**src/rtl/clk_div_scheduler.sv**
```systemverilog
// Clock divider with two-requester divisor scheduling; new divisors take effect only on a half-period boundary.
// Build option: define CLK_DIV_SCHED_RR_EN for round-robin tie-breaking (default is fixed priority, requester 0 wins).
//
// state   | meaning
// S_IDLE  | stopped: counter, clk_out and k_active held at 0, waiting for a first divisor
// S_RUN   | dividing with k_active, new divisor requests accepted into the shadow
// S_PEND  | dividing, shadow divisor staged until the next counter==k_active boundary
module clk_div_scheduler #(
  parameter int W     = 26,
  parameter int K_MIN = 2
) (
  input  logic         clk,
  input  logic         rst,
  input  logic         en,
  input  logic         req0,
  input  logic [W-1:0] k0,
  output logic         ack0,
  input  logic         req1,
  input  logic [W-1:0] k1,
  output logic         ack1,
  output logic         clk_out,
  output logic         pending,
  output logic         grant_id,
  output logic [W-1:0] k_active
);

  localparam logic [W-1:0] K_MIN_W = W'(K_MIN);

  typedef enum logic [1:0] {
    S_IDLE = 2'd0,
    S_RUN  = 2'd1,
    S_PEND = 2'd2
  } state_t;

  state_t         r_state;
  logic [W-1:0]   r_cnt;
  logic [W-1:0]   r_shadow;
  logic           r_shadow_id;
  logic [W-1:0]   r_k_active;
  logic           r_clk_out;
  logic           r_pending;
  logic           r_ack0;
  logic           r_ack1;
  logic           r_grant_id;

  logic           w_open;
  logic           w_accept;
  logic           w_pick1;
  logic [W-1:0]   w_k_req;
  logic [W-1:0]   w_k_clamped;
  logic           w_wrap;

  // No acceptance at all while an ack is in flight, so a still-high req is never taken twice.
  assign w_open = en && ((r_state == S_IDLE) || (r_state == S_RUN)) && !r_ack0 && !r_ack1;
  assign w_accept = w_open && (req0 || req1);

`ifdef CLK_DIV_SCHED_RR_EN
  logic r_ptr;

  // r_ptr remembers the last winner; a tie goes to the other requester.
  assign w_pick1 = req1 && (!req0 || (r_ptr == 1'b0));

  always_ff @(posedge clk or negedge rst) begin
    if (!rst) begin
      r_ptr <= 1'b1;
    end else if (w_accept) begin
      r_ptr <= w_pick1;
    end
  end
`else
  assign w_pick1 = req1 && !req0;
`endif

  assign w_k_req     = w_pick1 ? k1 : k0;
  assign w_k_clamped = (w_k_req < K_MIN_W) ? K_MIN_W : w_k_req;
  assign w_wrap      = (r_cnt == r_k_active);

  always_ff @(posedge clk or negedge rst) begin
    if (!rst) begin
      r_state     <= S_IDLE;
      r_cnt       <= '0;
      r_shadow    <= '0;
      r_shadow_id <= 1'b0;
      r_k_active  <= '0;
      r_clk_out   <= 1'b0;
      r_pending   <= 1'b0;
      r_ack0      <= 1'b0;
      r_ack1      <= 1'b0;
      r_grant_id  <= 1'b0;
    end else begin
      r_ack0 <= w_accept && !w_pick1;
      r_ack1 <= w_accept && w_pick1;
      if (!en) begin
        r_state     <= S_IDLE;
        r_cnt       <= '0;
        r_shadow    <= '0;
        r_shadow_id <= 1'b0;
        r_k_active  <= '0;
        r_clk_out   <= 1'b0;
        r_pending   <= 1'b0;
      end else begin
        unique case (r_state)
          S_IDLE: begin
            r_cnt     <= '0;
            r_clk_out <= 1'b0;
            if (w_accept) begin
              r_k_active <= w_k_clamped;
              r_grant_id <= w_pick1;
              r_state    <= S_RUN;
            end
          end
          S_RUN: begin
            if (w_wrap) begin
              r_cnt     <= '0;
              r_clk_out <= ~r_clk_out;
            end else begin
              r_cnt <= r_cnt + W'(1);
            end
            if (w_accept) begin
              r_shadow    <= w_k_clamped;
              r_shadow_id <= w_pick1;
              r_pending   <= 1'b1;
              r_state     <= S_PEND;
            end
          end
          S_PEND: begin
            if (w_wrap) begin
              r_cnt      <= '0;
              r_clk_out  <= ~r_clk_out;
              r_k_active <= r_shadow;
              r_grant_id <= r_shadow_id;
              r_pending  <= 1'b0;
              r_state    <= S_RUN;
            end else begin
              r_cnt <= r_cnt + W'(1);
            end
          end
          default: begin
            r_state   <= S_IDLE;
            r_cnt     <= '0;
            r_clk_out <= 1'b0;
            r_pending <= 1'b0;
          end
        endcase
      end
    end
  end

  assign ack0     = r_ack0;
  assign ack1     = r_ack1;
  assign clk_out  = r_clk_out;
  assign pending  = r_pending;
  assign grant_id = r_grant_id;
  assign k_active = r_k_active;

endmodule

```
**config.mk**
```make
export PLATFORM = sky130hd
export DESIGN_NAME = clk_div_scheduler
export DESIGN_NICKNAME = d
export VERILOG_FILES = /design/src/rtl/clk_div_scheduler.sv
export SDC_FILE = /design/constraint.sdc
export NUM_CORES = 1
export LEC_CHECK = 0
export BUFFER_PORTS_ARGS = -buffer_cell sky130_fd_sc_hd__buf_2
export CAP_MARGIN = 20
export CORE_ASPECT_RATIO = 0.6
export CORE_MARGIN = 2
export CORE_UTILIZATION = 30
export CTS_BUF_LIST = sky130_fd_sc_hd__clkbuf_16
export CTS_CLUSTER_SIZE = 40
export DETAILED_ROUTE_END_ITERATION = 10
export PLACE_DENSITY_LB_ADDON = 0.2
export RECOVER_POWER = 25
export SLEW_MARGIN = 0
export SYNTH_ARGS = -nofsm -noshare
export SYNTH_HDL_FRONTEND = slang
export SYNTH_SLANG_ARGS = --single-unit
export TNS_END_PERCENT = 1
```
**constraint.sdc**
```tcl
create_clock -name clk -period 2.02 [get_ports clk]
set_input_delay 0.101 -clock clk [delete_from_list [all_inputs] [get_ports clk]]
set_output_delay 0.101 -clock clk [all_outputs]
set_load 0.01 [all_outputs]
```
==> flow_summary.json <==
{
  "route.detailed.drc": 0,
  "totalWireLength_um": 13870,
  "worstSetupPathType": "register to register",
  "setup_viol": 0,
  "cap_violations": 0,
  "ys_seq_area_frac": 0.4779,
  "routed_via_density": 4.941,
  "drt-pass1-iter-count": 4,
  "postSynthCellCount": 456,
  "max-vdd-ir-drop_mv": 0.4724,
  "cp_max_fo": 6,
  "synth_adder_area_share": 0.01389,
  "yosys_register_bits": 86,
  "grt_pass1_vias": 3856,
  "die-area_sq_um": 16040,
  "clockRootBuffer": "clkbuf_16",
  "area_growth_pct": 36.26,
  "arrival_ns": 2.24,
  "gp_congestion": 0.8347,
  "netlist_area_sq_um": 4503,
  "synth-compound-area-share": 0.1239,
  "port_buffers": 87,
  "worstPathRequired_ns": 2.24,
  "dp_hpwl_um": 10200,
  "grt_use_total": 0.1745,
  "clk_pin_slew_ns": 0.06,
  "drive_gt1_frac": 0.3201,
  "synth_top_family_by_area": "simple AND/OR/NAND/NOR gates",
  "finalCriticalPeriod_ns": 2.020,
  "yosysUniqueCellTypes": 37,
  "cts_max_level": 3,
  "cts_max_path_buffers": 2,
  "relSlewSlack": 0.01790,
  "ff2ff_path_depth": 6,
  "synthSimpleGateAreaFrac": 0.1887,
  "vias": 3958,
  "slew_violations": 0,
  "synth.mux.area_fraction": 0.06502,
  "hold_slack_ns": 0.02842,
  "crit_path_start_kind": "register",
  "leakagePower_nw": 2.929,
  "p_per_area_nw_per_um2": 1054,
  "finalHoldViolations": 0,
  "instances_no_fill": 801,
  "hold-path-cell-count": 2,
  "grt_max_degree": 64,
  "cts.sinks": 86,
  "grt_overflow": 0,
  "rsz0062_at_grt": "true",
  "fmax_ghz": 0.4951,
  "cts_tree": "yes",
  "synth_fp_nets": 518,
  "synth_xor_xnor_area_share": 0.09919,
  "initial_core_util": 0.3086,
  "power_mw": 6.470,
  "first_iter_violations": 288,
  "wl_per_cell_um": 17.31,
  "fillers": 1419,
  "hp-class": "input port to register",
  "yosys_warnings": 0,
  "grt_pass1_wl_um": 21630,
  "clk-insertion-delay-late_ns": 0.34,
  "status": "finished, final reports clean",
  "antenna_found_initial": 0,
  "finalCritPeriodShare": 0.9999,
  "dp.cells": 778,
  "pin_count": 88,
  "tightest_slew_ns": 1.473,
  "die_w_um": 162.2,
  "reg2reg_slack_ns": 0.0003,
  "end_kind": "register",
  "num_rows": 34,
  "skew_ns": 0.007850,
  "antenna_left": 0,
  "syn_area_per_cell_sq_um": 9.875,
  "final.setup.tns_ns": 0,
  "most-common-layout-cells": "dfrtp_1, buf_2, nor2_1, buf_4, nand3_1",
  "antenna_cells": 0,
  "coreArea_sq_um": 14590,
  "cts_made_buffers": 9,
  "final_nets": 660,
  "dieHeight_um": 98.90
}
cell type report:
class | count | area [sq um] | share of cell area
clock buffer | 9 | 225.2 | 0.03670
clock inverter | 7 | 113.9 | 0.01856
inverter | 6 | 30.03 | 0.004894
multi-input combinational | 339 | 2326 | 0.3791
sequential | 86 | 2152 | 0.3507
tap | 198 | 247.7 | 0.04038
timing repair buffer | 156 | 1041 | 0.1697
routing by layer:
layer  vias up  part of all wire  GRT usage
met5         -                 0          0
met4         0            0.0043    0.03404
met3         6             0.031    0.03662
met2        66              0.41     0.2422
met1      1963              0.56     0.2763
li1       1923                 -          -
power breakdown:
group / switching, mW / total [mW] / internal (mW)
clock network: 0.699 / 1.90 / 1.20
registers: 0.243 / 2.22 / 1.97
logic: 1.28 / 2.35 / 1.08
total: 2.22 / 6.47 / 4.25
synthesized netlist by cell type (all sizes together):
master / count / area share
a31o: 2 / 0.0039
nand2: 18 / 0.019
clkbuf: 11 / 0.0092
nand4: 11 / 0.015
o21ai: 29 / 0.032
inv: 5 / 0.0042
o311ai: 1 / 0.0019
and2: 2 / 0.0028
a21boi: 1 / 0.0025
xor2: 23 / 0.045
buf: 14 / 0.014
ha: 5 / 0.014
and4: 4 / 0.0078
dfrtp: 86 / 0.48
xnor2: 28 / 0.054
nor4: 11 / 0.015
nand3: 41 / 0.046
mux2: 2 / 0.0050
nor2: 58 / 0.048
mux2i: 27 / 0.060
bufinv: 1 / 0.0039
nand2b: 1 / 0.0014
or3b: 2 / 0.0039
nor4b: 1 / 0.0019
or4: 2 / 0.0033
o21a: 2 / 0.0033
and3: 7 / 0.0097
a221o: 2 / 0.0044
a21oi: 26 / 0.029
o2bb2ai: 24 / 0.047
nor3: 9 / 0.015
worst paths after layout:
check	startpoint	endpoint
max	r_cnt[21]$_DFF_PN0_	k_active[0]$_DFFE_PN0P_
min	req0	ack0$_DFF_PN0_
max reg2reg	r_cnt[21]$_DFF_PN0_	k_active[0]$_DFFE_PN0P_
min reg2reg	r_shadow[1]$_DFFE_PN0P_	k_active[1]$_DFFE_PN0P_
max in group asynchronous	rst	r_shadow[11]$_DFFE_PN0P_
min in group asynchronous	rst	r_state[0]$_DFFE_PN0P_
logic make-up (layout without fill, tap and decap cells):
group                    after synthesis  count (layout)
AND/OR/NAND/NOR                      167             167
AO/OA/AOI/OAI                         87              87
multiplexers                          29              29
buffers and inverters                 31             178
XOR/XNOR                              51              51
adder cells (fa/ha/maj)                5               5
flip-flops                            86              86
flip-flops by register name, summed over array words and instances (netlist names):
signal       cells
k_active        26
r_cnt           26
r_shadow        26
r_state          2
ack0             1
ack1             1
clk_out          1
grant_id         1
pending          1
r_shadow_id      1
per-stage QoR:
step,utilization,cell area [sq um],setup WS (ns)
2_1_floorplan,-,4503,0.03441
3_3_place_gp,0.3830,5589,-0.1408
3_5_place_dp,0.3830,5589,-0.1146
4_1_cts,0.4100,5982,0.01167
5_1_grt,0.4205,6136,-0.07610
6_report,0.4205,6136,0.0002907
critical path: stages, from the launching register on:
cell,delay [ns]
dfrtp_1,0.41
xnor2_2,0.24
nand4_1,0.14
nor4_2,0.34
a31o_2,0.28
a21boi_4,0.14
a221o_1,0.36
what timing repair did:
action / 4_1_cts / 5_1_grt
pin swaps: 1 / 1
gates resized for setup: 6 / 21
cloned: 0 / 4
endpoints found under the hold margin: 23 / 0
hold buffers: 1 / 0
setup endpoints to repair: 52 / 62
buffers inserted: 1 / 1
Note: power is estimated with default switching activity, not from simulation.
